### src/rtl/rr_stream_arbiter.sv
// Round-robin merge of NUM_REQ valid/ready streams into one registered output stage, tagged with source index.
// Optional burst locking (hold grant until in_last) is enabled by defining RR_ARB_BURST_LOCK_EN.
module rr_stream_arbiter #(
  parameter  int NUM_REQ    = 4,
  parameter  int DATA_WIDTH = 8,
  localparam int SRC_W      = $clog2(NUM_REQ)
) (
  input  logic                          clk,
  input  logic                          reset,
  input  logic [NUM_REQ*DATA_WIDTH-1:0] in_data,
  input  logic [NUM_REQ-1:0]            in_valid,
  input  logic [NUM_REQ-1:0]            in_last,
  output logic [NUM_REQ-1:0]            in_ready,
  output logic [DATA_WIDTH-1:0]         out_data,
  output logic                          out_valid,
  output logic                          out_last,
  output logic [SRC_W-1:0]              out_src,
  input  logic                          out_ready
);

  logic [NUM_REQ-1:0][DATA_WIDTH-1:0] lanes;
  logic [SRC_W-1:0]                   ptr;
  logic [SRC_W-1:0]                   win;
  logic [SRC_W-1:0]                   idx;
  logic                               any;
  logic                               load_en;

  assign lanes   = in_data;
  assign load_en = !out_valid || out_ready;

`ifdef RR_ARB_BURST_LOCK_EN
  logic             lock;
  logic [SRC_W-1:0] lock_src;
`endif

  // Scan from the slot after the last grant so the previous winner ends up lowest priority.
  always_comb begin
    win = '0;
    any = 1'b0;
    idx = '0;
    for (int k = 1; k <= NUM_REQ; k++) begin
      idx = SRC_W'((int'(ptr) + k) % NUM_REQ);
      if (!any && in_valid[idx]) begin
        any = 1'b1;
        win = idx;
      end
    end
`ifdef RR_ARB_BURST_LOCK_EN
    // A locked burst owns the stage; a gap in its valid becomes a bubble.
    if (lock) begin
      win = lock_src;
      any = in_valid[lock_src];
    end
`endif
  end

  always_comb begin
    in_ready = '0;
    if (any && load_en && !reset) in_ready[win] = 1'b1;
  end

  always_ff @(posedge clk or posedge reset) begin
    if (reset) begin
      out_valid <= 1'b0;
      out_data  <= '0;
      out_last  <= 1'b0;
      out_src   <= '0;
      ptr       <= SRC_W'(NUM_REQ - 1);
    end else if (load_en) begin
      out_valid <= any;
      if (any) begin
        out_data <= lanes[win];
        out_last <= in_last[win];
        out_src  <= win;
        ptr      <= win;
      end
    end
  end

`ifdef RR_ARB_BURST_LOCK_EN
  always_ff @(posedge clk or posedge reset) begin
    if (reset) begin
      lock     <= 1'b0;
      lock_src <= '0;
    end else if (load_en && any) begin
      lock     <= !in_last[win];
      lock_src <= win;
    end
  end
`endif

endmodule

### config.mk
export PLATFORM = sky130hd
export DESIGN_NAME = rr_stream_arbiter
export DESIGN_NICKNAME = d
export VERILOG_FILES = /design/src/rtl/rr_stream_arbiter.sv
export SDC_FILE = /design/constraint.sdc
export NUM_CORES = 1
export LEC_CHECK = 0
export BUFFER_PORTS_ARGS = -buffer_cell sky130_fd_sc_hd__buf_2
export CORE_UTILIZATION = 30
export CTS_CLUSTER_SIZE = 20
export DETAILED_ROUTE_END_ITERATION = 8
export SYNTH_ARGS = -nofsm -noshare
export SYNTH_HDL_FRONTEND = slang
export SYNTH_SLANG_ARGS = --single-unit
### constraint.sdc
create_clock -name clk -period 2.52 [get_ports clk]
set_input_delay 0.126 -clock clk [delete_from_list [all_inputs] [get_ports clk]]
set_output_delay 0.126 -clock clk [all_outputs]
set_load 0.005 [all_outputs]
* Yosys cells after proc, flatten, opt, wreduce, memory -nomap -nowiden
Index checks and enable logic that the tools add are counted.
** Operators by class
- Add/subtract/negate cells :: 4
- Bitwise operators :: 0
- Shift operators :: 0
- Reductions and logical operators :: 13
- Mux-type cells :: 23
- Multipliers :: 0
- Magnitude comparators :: 6
- Div/mod/pow operators :: 0
- Equal/unequal tests :: 0
** Operators with widths (count)
- 8-bit binary-select mux with 2-bit select :: 1
- 2-bit by 3-bit < comparator with 1-bit output, second input constant :: 5
- 1-bit binary-select mux with 2-bit select :: 5
- 1-bit 2-to-1 mux :: 10
- 2-bit 2-to-1 mux :: 4
- 8-bit 2-to-1 mux :: 1
- 1-bit logical AND :: 6
- 1-bit zero test :: 5
- 2-bit by 1-bit adder with 2-bit output, second input constant :: 2
- 2-bit adder, second input constant :: 2
- 4-bit 2-to-1 mux :: 1
- 1-bit demux with 2-bit select :: 1
- 2-bit by 1-bit >= comparator with 1-bit output, second input constant :: 1
- 2-bit AND reduction :: 1
- 1-bit logical OR :: 1
** Storage, ports and cells
- Bits in read-only memories :: 0
- Output and inout bits :: 16
- RAM bits :: 0
- Register bits :: 14
- Memories kept :: 0
- Latch bits :: 0

* Depth between registers and ports, before layout
Gate-level depths: netlist (run 1).
- Depth in word-level cells :: 18
- Mapped depth :: 7
- Mapped depth without buffers :: 5

* Worst setup path after synthesis (run 1)
OpenSTA, ideal clock, no wires.
- Path kind :: register -> register
- Start :: reg ptr[1]
- End :: reg out_data[0]
- Setup time :: 0.127 ns
- Stages on the path, launching flop included :: 7
- Path slack :: 0.939 ns
- Path buffers :: 1
- Arrival :: 1.454 ns
- Cell sequence :: dfstp_2 inv_1 o311a_1 nand2b_4 buf_6 a211oi_2 a211oi_2
** On the way
- Longest elaborated chain between the ends :: 15
- Elaborated cells on any way between the ends :: 29
- Classes of those cells :: add/sub (4); mux (18); reduce/logical (7)
** RTL lines
- start, declared :: line 22 : logic [SRC_W-1:0] ptr;
- start signal, assigned :: line 68 : ptr <= SRC_W'(NUM_REQ - 1);
- start signal, assigned :: line 75 : ptr <= win;
- 2-bit by 1-bit adder with 2-bit output :: line 42 : idx = SRC_W'((int'(ptr) + k) % NUM_REQ);
- 1-bit binary-select mux with 2-bit select :: line 43 : if (!any && in_valid[idx]) begin
- 1-bit 2-to-1 mux (implied by the code) :: line 43
- 1-bit 2-to-1 mux :: line 43
- 1-bit zero test :: line 43
- 1-bit logical AND :: line 43
- 1-bit 2-to-1 mux :: line 43
- 1-bit zero test :: line 43
- 1-bit logical AND :: line 43
- 1-bit 2-to-1 mux :: line 43
- 1-bit zero test :: line 43
- 1-bit logical AND :: line 43
- 2-bit 2-to-1 mux :: line 43
- 8-bit binary-select mux with 2-bit select :: line 72 : out_data <= lanes[win];
- 8-bit 2-to-1 mux (implied by the code) :: line 72
- end signal, assigned :: line 72
- end, declared :: line 14 : output logic [DATA_WIDTH-1:0] out_data,
Several ways; a longest one is shown, not always the timed one. The select of a mux whose other input is x is not followed.
A chain may end at the register's enable or synchronous reset.

* Worst setup path after layout (run 1)
- Start :: reg ptr[0]
- End :: out in_ready[0]
** On the way
- Longest elaborated chain between the ends :: 18
- Elaborated cells on any way between the ends :: 34
- Classes of those cells :: add/sub (4); order compare (2); mux (19); reduce/logical (9)
** RTL lines
- 2-bit by 1-bit adder with 2-bit output :: line 42
- 1-bit binary-select mux with 2-bit select :: line 43
- 1-bit 2-to-1 mux (implied by the code) :: line 43
- 1-bit 2-to-1 mux :: line 43
- 1-bit zero test :: line 43
- 1-bit logical AND :: line 43
- 1-bit 2-to-1 mux :: line 43
- 1-bit zero test :: line 43
- [2 not listed]
- 1-bit zero test :: line 43
- 1-bit logical AND :: line 43
- 2-bit 2-to-1 mux :: line 43
- 2-bit by 3-bit < comparator with 1-bit output (implied by the code) / 2-bit by 1-bit >= comparator with 1-bit output (equally long branches) :: line 59 : if (any && load_en && !reset) in_ready[win] = 1'b1;
- 1-bit logical AND (implied by the code) :: line 59
- 1-bit 2-to-1 mux (implied by the code) :: line 59
- 1-bit demux with 2-bit select :: line 59
- 4-bit 2-to-1 mux * :: line 59
- end, declared :: line 13 : output logic [NUM_REQ-1:0] in_ready,
Every way passes the cells marked *; elsewhere a longest branch is shown, timed or not. The select of a mux whose other input is x is not followed.

==> results summary, run 1 <==
The worst-case clock skew is 4.27 ps. The floorplan step set the die height to 60.6 µm. The path class of the tightest hold or removal check is in2reg. The HPWL reported at the end of detailed placement is 2120 µm. In this run the clock root is driven by a sky130_fd_sc_hd__clkbuf_4. In the post-synthesis netlist, the biggest area contributors are sky130_fd_sc_hd__dfrtp_1 29%, sky130_fd_sc_hd__a211oi_2 13%, sky130_fd_sc_hd__mux2i_1 8.7%, sky130_fd_sc_hd__and4_1 5.9%, sky130_fd_sc_hd__a211oi_1 5.1%.

In the detailed route, the total length drawn on met3 is 122 µm. The first global-routing pass estimated 4360 µm of wire. Using the TritonRoute via totals, the vias-per-cell ratio works out to 4.80.

The CTS tree is done. The largest fanout of any net on the critical path is 11. The post-synthesis area per instance came out at 10.1 µm².

Counting flops with a built-in enable in the synthesized netlist gives 0. In this run the worst setup path terminates at in_ready[0]. The overall global routing resource usage came out at 16.1%.

The slew of the pin with the lowest slew margin came out at 577 ps. The aggregate negative setup slack is 0 ps. The number of buffers added on ports is 58.

The sequential fraction of the synthesis area came out at 34.2%. The category of the worst setup path capture point is an output pin. The clock input transition at the sequential cells of the worst setup and hold paths came out at 100 ps.

Cells fill 43.8% of the core in the end. After detailed routing, the number of remaining DRC violations is 0. The die covers 3670 µm².

In this run the register-to-register setup slack is 650 ps. The number of slew-limit violations in the final report came out at 0. The setup path with the least slack is of type reg2out. The final critical-path required period came out at 2170 ps.

The number of cells produced by synthesis came out at 102. In the post-synthesis netlist, the cell with the most instances is sky130_fd_sc_hd__nor2_1. The post-CTS setup buffer count is 0. Power spread over the standard cell area amounts to 621 nW/µm². The highest routed metal layer is met4. The number of distinct library cells after synthesis is 28. After synthesis, the share of flip-flops with an asynchronous set or reset is 100%.

The flow ran to the end, and the final reports show no timing, DRC or antenna violations. The chip width came out at 60.6 µm. The clock buffer count from CTS came out at 3.

The detailed route wirelength on metal2 came out at 1240 µm. The total overflow left after global routing is 0. The number of clock sinks is 14. The initial cell density of the core came out at 32.7%. The maximum number of buffers from clock root to sink is 2. The growth of design area from synthesis to finish came out at 33.9%.

The worst path required time came out at 2390 ps. The number of detailed-route iterations in the first pass came out at 4. The number of antenna violations at the first check in global routing is 0. For this block, the via count after detailed routing is 989. Setup repair after global routing left no endpoint under its margin. The setup violation total in the final timing report is 0. Entering global routing, the biggest net connects 18 pins.

The worst voltage drop across the vdd grid came out at 0.219 mV. The synthesized flop and latch total came out at 14. The largest area contributor in the synthesized netlist is sky130_fd_sc_hd__dfrtp_1. The number of nets in the synthesized netlist is 145. The slowest stage of the critical path belongs to the cell sky130_fd_sc_hd__dfstp_2. Dividing the final minimum period by the clock period gives 86.2%.

The DRC violation total after the first TritonRoute iteration came out at 34. The clock latency on the worst-skew pair came out at 280 ps. The largest stage delay on the critical path came out at 560 ps.

The Yosys step of the flow raised 0 warnings. The number of cells on the worst reg-to-reg path is 5. The maximum level of the CTS H-tree came out at 1.

The critical path starts at ptr[0]$_DFFE_PP1P_. Routability-driven placement finished with a final weighted congestion of 0.757. By count the netlist is led by 13 x sky130_fd_sc_hd__nor2_1, 12 x sky130_fd_sc_hd__dfrtp_1, 11 x sky130_fd_sc_hd__a211oi_2. STA classifies the critical path startpoint as a flip-flop. The number of antenna diodes is 0. The number of maximum-capacitance constraint violations came out at 0.

The number of global-route vias before repair is 989. The worst path arrival time came out at 2050 ps. Once detail routing completed, the nets flagged for antenna violations numbered 0. The routed wirelength normalized by instance count is 13.3 µm. The worst reg2reg path endpoint is out_data[2]$_DFFE_PP0P_. The most instantiated flip-flop cell in the synthesis netlist is sky130_fd_sc_hd__dfrtp_1.

After detailed routing, the wire length on met1 is 1370 µm. The number of placement rows is 20. The leakage power of the design is 0.000658 µW.

The critical path goes through nor2b_1 -> o21ai_2 -> nand3_2 -> nor3_1 -> buf_2. In this run the cell area of the synthesized design comes to 1030 µm². Derived from the worst setup path, the maximum achievable clock frequency is 0.460 GHz.

The worst slew margin relative to its limit is 61.5%. In this run the critical register-to-register path is launched from ptr[0]$_DFFE_PP1P_. The layout cell share with drive strength beyond 1 came out at 54.3%. The I/O pin count is 59. The final count of hold timing violations came to 0.

The core region area came out at 3150 µm². The area share of the leading cell type in the synthesized netlist is 29.1%. The post-layout net count is 206. The total wire length came out at 2750 µm.
-- cells in the final DEF, fill, tap and decap left out, types with 5 or more instances in the layout --
cell type	count
sky130_fd_sc_hd__buf_2	58
sky130_fd_sc_hd__nor2_1	13
sky130_fd_sc_hd__dfrtp_1	12
sky130_fd_sc_hd__a211oi_2	11
sky130_fd_sc_hd__mux2i_1	9
sky130_fd_sc_hd__and4_1	7
sky130_fd_sc_hd__a211oi_1	7
sky130_fd_sc_hd__inv_1	5
sky130_fd_sc_hd__buf_4	5
-- power breakdown --
group	leakage (µW)	switching, µW	internal (µW)
Combinational	0.000483	188	177
Clock	0.0000210	79.3	87.8
Sequential	0.000153	35.7	289
Total	0.000658	303	554
-- layer usage --
metal  vias up  global-route usage, %
met4         0                   5.19
met3         2                   2.13
met1       446                   23.0
li1        502                      -
met5         -                      0
met2        39                   25.3
-- through the flow --
stage | power [µW] | worst slack, ps | cells | cell area [µm²] | hold slack, ps
after CTS | 867 | 122 | 206 | 1380 | 13.4
after global placement | 685 | 531 | 201 | 1330 | 239
after detailed placement | 695 | 455 | 201 | 1330 | 269
after global routing | 922 | 154 | 206 | 1380 | 11.3
after floorplan | 585 | 939 | 102 | 1030 | 13.8
final | 857 | 347 | 206 | 1380 | 21.6
-- worst min-delay path by stage --
stage,start,end,slack (ps),depth (start not counted)
CTS,out_ready,out_valid$_DFFE_PP0N_,10,2
global placement,reset,out_valid$_DFFE_PP0N_,240,2
finish,out_ready,out_valid$_DFFE_PP0N_,20,2
floorplan,reset,out_data[0]$_DFFE_PP0P_,10,1
detailed placement,reset,out_valid$_DFFE_PP0N_,270,2
global route,out_ready,out_valid$_DFFE_PP0N_,10,2
-- worst max-delay path: cells and delay by family (launching register included) --
kind | cells | cell delay [ps]
compound gates | 1 | 350
simple gates | 3 | 710
buf+inv | 1 | 150
flops | 1 | 560
-- repair_timing --
| action | in CTS | in global routing |
|---|---|---|
| setup endpoints to repair | 0 | 2 |
| gates resized for setup | 0 | 1 |
| hold endpoints to repair | 12 | 0 |
| hold buffers | 1 | 0 |
-- sequential cells by signal, summed over array words and instances, names as in the netlist --
name and count:
out_data 8, out_last 1, out_src 2, out_valid 1
ptr 2
-- cells by family after synthesis --
group	Yosys count	share of synthesized area, %
multiplexers	9	8.74
AND/OR/NAND/NOR	37	22.3
AO/OA/AOI/OAI	28	24.2
buffers and inverters	14	10.6
flip-flops	14	34.2
-- layout make-up --
type | instances | area (µm²)
Clock buffer | 4 | 36.3
Fill cell | 334 | 1770
Inverter | 6 | 25.0
Multi-Input combinational cell | 74 | 573
Sequential cell | 14 | 353
Tap cell | 44 | 55.1
Timing Repair Buffer | 64 | 338
Note: power is estimated with default switching activity, not from simulation.
==> inputs of run 2 (changes only) <==
--- a/config.mk
+++ b/config.mk
@@ -5,10 +5,10 @@
 export SDC_FILE = /design/constraint.sdc
 export NUM_CORES = 1
 export LEC_CHECK = 0
-export BUFFER_PORTS_ARGS = -buffer_cell sky130_fd_sc_hd__buf_2
 export CORE_UTILIZATION = 30
 export CTS_CLUSTER_SIZE = 20
 export DETAILED_ROUTE_END_ITERATION = 8
+export DONT_BUFFER_PORTS = 1
 export SYNTH_ARGS = -nofsm -noshare
 export SYNTH_HDL_FRONTEND = slang
 export SYNTH_SLANG_ARGS = --single-unit
==> run 2 against run 1 <==
First-iteration DRC count decreased by 82%. Critical path depth stayed put. Clock power is 3% lower. Sequential cell count did not move. Sequential power grew 5%. Setup slack better by 140 ps. Cell count decreased by 27%. Combinational power fell by 27%. Via count decreased by 17%. Sequential share of layout area rose by 6.3 points. Critical path type unchanged. Critical endpoint is now in_ready[2]. Highest routed layer unchanged.
==> results summary, run 2 (same netlist as run 1, synthesis figures left out) <==
The flow ran to the end, and the final reports show no timing, DRC or antenna violations. The layout cell share with drive strength beyond 1 is 27.4% (-27 points). The global-route wire length before repair came out at 4130 µm (-5.4%). The core occupancy in the finished layout was 35.1% (-8.7 points). The library cell used most frequently in the layout, excluding fill and tap cells, is sky130_fd_sc_hd__nor2_1. In the final layout, the registers with the most flip-flops are out_data (8), out_src (2), ptr (2). The worst path arrival time came to 1910 ps (-140 ps). The chip width is 60.6 µm (unchanged).

The worst slew margin relative to its limit is 64.6% (+3.2 points). The number of remaining DRC errors is 0 (unchanged). Leaving out fill and tap cells, the most frequent cells in the layout are 13 x sky130_fd_sc_hd__nor2_1, 12 x sky130_fd_sc_hd__dfrtp_1, 11 x sky130_fd_sc_hd__a211oi_2, 9 x sky130_fd_sc_hd__mux2i_1. The total wire length came out at 2560 µm (-6.8%). The largest stage delay on the critical path came out at 560 ps (about the same). The pin count of the biggest net entering global routing came out at 15 (-3). TritonCTS built the clock tree.

The core region area is 3150 µm² (unchanged). The number of global-route vias before repair came to 868 (-12%). The number of clock sinks is 14 (unchanged). The worst voltage drop across the vdd grid was 0.255 mV (+17%). The setup violation total in the final timing report came to 0 (unchanged). The leakage power of the design came to 0.000433 µW (-34%). The routed wirelength normalized by instance count came out at 17.1 µm (+28%). The via-per-instance ratio was 5.49 (+14%). The clock buffer count from CTS is 3 (unchanged).

Setup repair after global routing left no endpoint under its margin. The category of the worst setup path capture point is an output pin. The power density over cell area was 694 nW/µm² (+12%). The aggregate negative setup slack came out at 0 ps (unchanged). The number of antenna violations at the first check in global routing came to 0 (unchanged). The DRC violation total after the first TritonRoute iteration came out at 6 (-82%). The kind of critical path is reg2out. The worst-case clock skew came out at 1.87 ps (-2.41 ps). The largest fanout of any net on the critical path was 11 (unchanged).

The number of filler instances in the final layout came out at 347 (+3.9%). The area of the multi-input gates came to 569 µm² (-0.66%). The number of vias in the routed layout was 823 (-17%).

The residual antenna-violating net count after detailed routing is 0 (unchanged). The HPWL reported at the end of detailed placement is 1990 µm (-6.2%). The slew of the pin with the lowest slew margin was 530 ps (-47.4 ps). The flip-flop count of the largest register after layout came out at 8 (unchanged). The post-layout net count is 150 (-27%).

Among all stages on the critical path, the largest delay is contributed by sky130_fd_sc_hd__dfstp_2. Ranked by flip-flop count, first place goes to out_data. The number of maximum-capacitance constraint violations is 0 (unchanged). The number of instances resized during post-cts repair is 0 (unchanged). The initial cell density of the core is 32.7% (unchanged). The area enclosed by the die boundary came to 3670 µm² (unchanged). The clock latency on the worst-skew pair came out at 280 ps (about the same). The critical path launch point type is a flip-flop. The critical path goes through nor2b_1 -> o21ai_1 -> buf_4 -> nand3_2 -> nor3_1.

The number of detailed-route iterations in the first pass is 4 (unchanged). The worst path required time is 2390 ps (about the same). The worst min-delay path category is in2reg. The post-place setup slack came out at 731 ps (+275 ps). The number of antenna diodes was 0 (unchanged).

The number of slew-limit violations in the final report is 0 (unchanged). The aggregate global routing overflow came out at 0 (unchanged). The maximum level of the CTS H-tree came to 1 (unchanged). On the critical path the largest part of the delay comes from simple AND/OR/NAND/NOR gates. The ratio of final minimum period to clock period is 80.7% (-5.5 points).

The register area was 353 µm² (unchanged). The highest clock rate was 0.492 GHz (+6.9%). The number of placement rows came out at 20 (unchanged). The clock input transition at the sequential cells of the worst setup and hold paths came to 80 ps (-20 ps).

The buffering stage count on the worst path with inverters included came out at 1 (unchanged). The height of the die is 60.6 µm (unchanged). The final weighted congestion of routability-driven global placement came out at 0.757 (about the same). The final count of hold timing violations is 0 (unchanged). The non-filler instance count after layout came to 150 (-27%). The number of buffers added on ports is 0 (-100%). The I/O pin count is 59 (unchanged).

The final critical-path required period came out at 2030 ps (-139 ps). The worst setup slack after layout is 486 ps (+139 ps). The root buffer cell chosen for the clock tree is sky130_fd_sc_hd__clkbuf_4. The maximum number of buffers from clock root to sink was 2 (unchanged). Relative to the synthesized area, the layout overhead comes to 7.28%.

The overall global routing resource usage came out at 15.9% (-0.24 points). The cell total after placement is 143 (-29%).
-- run 2: final cells by class --
type,count,share of cell area (%)
sequential,14,31.9
clock buffer,4,3.28
tap,44,4.98
timing repair buffer,8,6.11
inverter,6,2.26
multi-input combinational,74,51.5
-- run 2: path summary, 6_finish.rpt --
kind	from	to	slack, ps	cells after the start
worst max register to register	ptr[0]$_DFFE_PP1P_	out_data[0]$_DFFE_PP0P_	710	6
worst max-delay path	ptr[0]$_DFFE_PP1P_	in_ready[2]	490	5
min in group asynchronous	reset	out_valid$_DFFE_PP0N_	330	2
worst min register to register	ptr[0]$_DFFE_PP1P_	ptr[0]$_DFFE_PP1P_	530	2
max in group asynchronous	reset	ptr[1]$_DFFE_PP1P_	1820	2
worst min-delay path	in_data[25]	out_data[1]$_DFFE_PP0P_	70	2
-- run 2: where the power goes --
part           internal (µW)  switching [µW]  leakage (µW)
Combinational            118             148      0.000259
Sequential               289            49.9      0.000153
Clock                   88.0            74.3     0.0000210
-- run 2: stage by stage --
step                      area (µm²)  hold slack [ps]  total power (µW)
after floorplan                 1030             13.8               585
after global placement          1040             84.6               602
after detailed placement        1040             90.0               609
after CTS                       1110             64.3               777
after global routing            1110             79.5               824
final                           1110             66.7               767
-- run 2: routing by layer --
metal | wire, µm | part of all wire (%) | vias up | global-route usage, %
met5 | 0 | 0 | - | 0
met4 | 83 | 3.2 | 0 | 10.1
met3 | 259 | 10 | 7 | 4.05
met2 | 1140 | 44 | 47 | 25.9
met1 | 1080 | 42 | 377 | 18.6
li1 | - | - | 392 | -
-- run 2: repair_timing --
action                                 CTS  global route
hold buffers                             3             0
endpoints found under the hold margin   13             0
buffers inserted                         0             0
==> inputs of run 3 (changes only) <==
==> constraint.sdc (replaced) <==
create_clock -name clk -period 1.9 [get_ports clk]
set_input_delay 0.095 -clock clk [delete_from_list [all_inputs] [get_ports clk]]
set_output_delay 0.095 -clock clk [all_outputs]
set_load 0.005 [all_outputs]
==> run 3 against run 2 <==
Setup slack got worse by 420 ps. Largest power group unchanged. Sequential cell count did not move. Via count rose by 1.7%. Critical endpoint is now out_data[2]$_DFFE_PP0P_.
==> results summary, run 3 (same netlist as run 1, synthesis figures left out) <==
The flow ran to the end, and the final reports show no timing, DRC or antenna violations. The CTS root buffer is sky130_fd_sc_hd__clkbuf_4. The non-filler instance count after layout is 152 (+1.3%).

The worst path arrival time came out at 1990 ps (+80 ps). The global-route wire length before repair came out at 3950 µm (-4.4%). The register area came out at 353 µm² (unchanged). The initial cell density of the core came to 32.7% (unchanged). The power density over cell area is 909 nW/µm² (+31%).

The library cells used most frequently in the layout, excluding fill and tap cells, are 13 x sky130_fd_sc_hd__nor2_1, 12 x sky130_fd_sc_hd__dfrtp_1, 11 x sky130_fd_sc_hd__a211oi_2, 9 x sky130_fd_sc_hd__mux2i_1. The final critical-path required period is 1830 ps. The aggregate global routing overflow is 0 (unchanged). The number of vias in the routed layout came out at 837 (+1.7%).

The worst hold slack is 39.2 ps (-27.5 ps). The cell total after placement is 144 (+0.70%). The post-place setup slack is 65.2 ps (-665 ps). The flip-flop count of the largest register after layout is 8 (unchanged).

The clock buffer count from CTS came out at 3 (unchanged). The number of placement rows was 20 (unchanged). The worst path required time came to 2060 ps (-330 ps). The worst setup path is launched from a flip-flop. The number of global-route vias before repair is 862 (-0.69%). The highest clock rate came out at 0.546 GHz. The largest fanout of any net on the critical path was 10 (-1). The overall global routing resource usage is 15.0% (-0.85 points). The number of antenna violations at the first check in global routing came out at 0 (unchanged). The I/O pin count came out at 59 (unchanged). Counting flops per register, the top entry is out_data. The slew of the pin with the lowest slew margin is 529 ps (-1.24 ps). From synthesis to final layout, the design area changed by 12.5%. The path class of the tightest hold or removal check is in2reg. The worst setup slack after layout is 69.2 ps (-417 ps). The final count of hold timing violations is 0 (unchanged). The setup violation total in the final timing report came to 0 (unchanged). The area enclosed by the die boundary came to 3670 µm² (unchanged). In the final layout, the registers with the most flip-flops are out_data (8), out_src (2), ptr (2). The final weighted congestion of routability-driven global placement came to 0.789 (+4.2%).

The number of detailed-route iterations in the first pass is 3 (-1). The maximum number of buffers from clock root to sink is 2 (unchanged). The worst slew margin relative to its limit came out at 64.7% (+0.082 points). The number of filler instances in the final layout is 348 (+0.29%). The total wire length is 2580 µm (+0.82%). The worst voltage drop across the vdd grid was 0.321 mV (+26%). The number of maximum-capacitance constraint violations is 0 (unchanged). The pin count of the biggest net entering global routing came out at 15 (unchanged). TritonCTS built the clock tree. The number of clock sinks is 14 (unchanged).

The clock latency on the worst-skew pair was 280 ps (about the same). The hold path startpoint is in_data[27]. The critical path starts at ptr[0]$_DFFE_PP1P_. The startpoint identified for the worst register-to-register timing path is ptr[0]$_DFFE_PP1P_.

The core region area is 3150 µm² (unchanged). The routed wirelength normalized by instance count is 17.0 µm (-0.51%). The HPWL reported at the end of detailed placement came out at 2060 µm (+3.2%). The kind of critical path is reg2reg.

The worst-case clock skew came out at 5.23 ps (+3.37 ps). The category of the worst setup path capture point is a flip-flop. The post-layout net count is 152 (+1.3%).

The layout cell share with drive strength beyond 1 came out at 34.3% (+6.9 points). The maximum level of the CTS H-tree was 1 (unchanged). The number of slew-limit violations in the final report is 0 (unchanged). The via-per-instance ratio came to 5.51 (+0.36%). The number of remaining DRC errors came out at 0 (unchanged). The leakage power of the design is 0.000450 µW (+4.0%).

The area of the multi-input gates came out at 604 µm² (+6.2%). The height of the die came out at 60.6 µm (unchanged). The chip width is 60.6 µm (unchanged). The residual antenna-violating net count after detailed routing is 0 (unchanged). The ratio of final minimum period to clock period came out at 96.4%.

The DRC violation total after the first TritonRoute iteration is 29 (+23). Leaving out fill and tap cells, the most frequent cell in the layout is sky130_fd_sc_hd__nor2_1. The number of antenna diodes came out at 0 (unchanged). The number of buffers added on ports came out at 0 (unchanged).

The clock input transition at the sequential cells of the worst setup and hold paths is 90 ps (about the same).
-- run 3: cell types whose count changed in the layout (fill, tap and decap cells not counted), moves of 2 or more --
cell and change:
sky130_fd_sc_hd__nor3_1 -4, sky130_fd_sc_hd__nor3_2 +4, sky130_fd_sc_hd__o21ai_1 -2, sky130_fd_sc_hd__o21ai_2 +2
-- run 3: path summary, 6_finish.rpt --
| path | endpoint | cells after the start | slack, ps |
|---|---|---|---|
| max in group asynchronous | ptr[1]$_DFFE_PP1P_ | 2 | 1220 |
| hold reg to reg | ptr[0]$_DFFE_PP1P_ | 2 | 530 |
| min in group asynchronous | out_valid$_DFFE_PP0N_ | 2 | 310 |
| setup reg to reg | out_data[2]$_DFFE_PP0P_ | 6 | 70 |
| setup / recovery | out_data[2]$_DFFE_PP0P_ | 6 | 70 |
| hold / removal | out_data[3]$_DFFE_PP0P_ | 2 | 40 |
-- run 3: power breakdown --
group | total [µW] | internal [µW] | switching [µW]
Sequential | 450 | 383 | 66.5
Clock | 215 | 116 | 98.7
Combinational | 390 | 176 | 214
-- run 3: through the flow --
step / setup TNS, ps / instance area, µm² / total power (µW) / util [%]
2_1_floorplan: 0 / 1030 / 776 / -
6_report: 0 / 1160 / 1050 / 36.8
3_5_place_dp: 0 / 1050 / 820 / 33.2
3_3_place_gp: 0 / 1050 / 802 / 33.2
4_1_cts: 0 / 1120 / 1050 / 35.7
5_1_grt: -22.8 / 1160 / 1140 / 36.8
-- run 3: repair_timing --
action / 4_1_cts / 5_1_grt
gates cloned: 0 / 0
resized for setup: 2 / 6
setup endpoints to repair: 2 / 6
endpoints found under the hold margin: 13 / 0
setup buffers: 0 / 1
hold buffers: 3 / 0
-- run 3: worst max-delay path, stage by stage, from the launching register on --
cell and delay, ps:
sky130_fd_sc_hd__dfstp_2 560, sky130_fd_sc_hd__nor2b_1 70, sky130_fd_sc_hd__o21ai_2 260, sky130_fd_sc_hd__and3_1 250
sky130_fd_sc_hd__buf_6 180, sky130_fd_sc_hd__mux2i_1 280, sky130_fd_sc_hd__a211oi_2 100
-- run 3: layer usage --
| metal | up-vias | global-route usage (%) | part of all wire, % | routed length, µm |
|---|---|---|---|---|
| li1 | 395 | - | - | - |
| met1 | 394 | 18.7 | 42 | 1080 |
| met2 | 42 | 24.0 | 47 | 1210 |
| met3 | 6 | 3.84 | 9.3 | 239 |
| met4 | 0 | 7.79 | 2.3 | 59 |
| met5 | - | 0 | 0 | 0 |
-- run 3: area by class of cell --
cell class / instances / area share [%]
inverter: 6 / 2.16
sequential: 14 / 30.4
multi-input combinational: 74 / 52.1
tap: 44 / 4.75
timing repair buffer: 10 / 7.44
clock buffer: 4 / 3.13
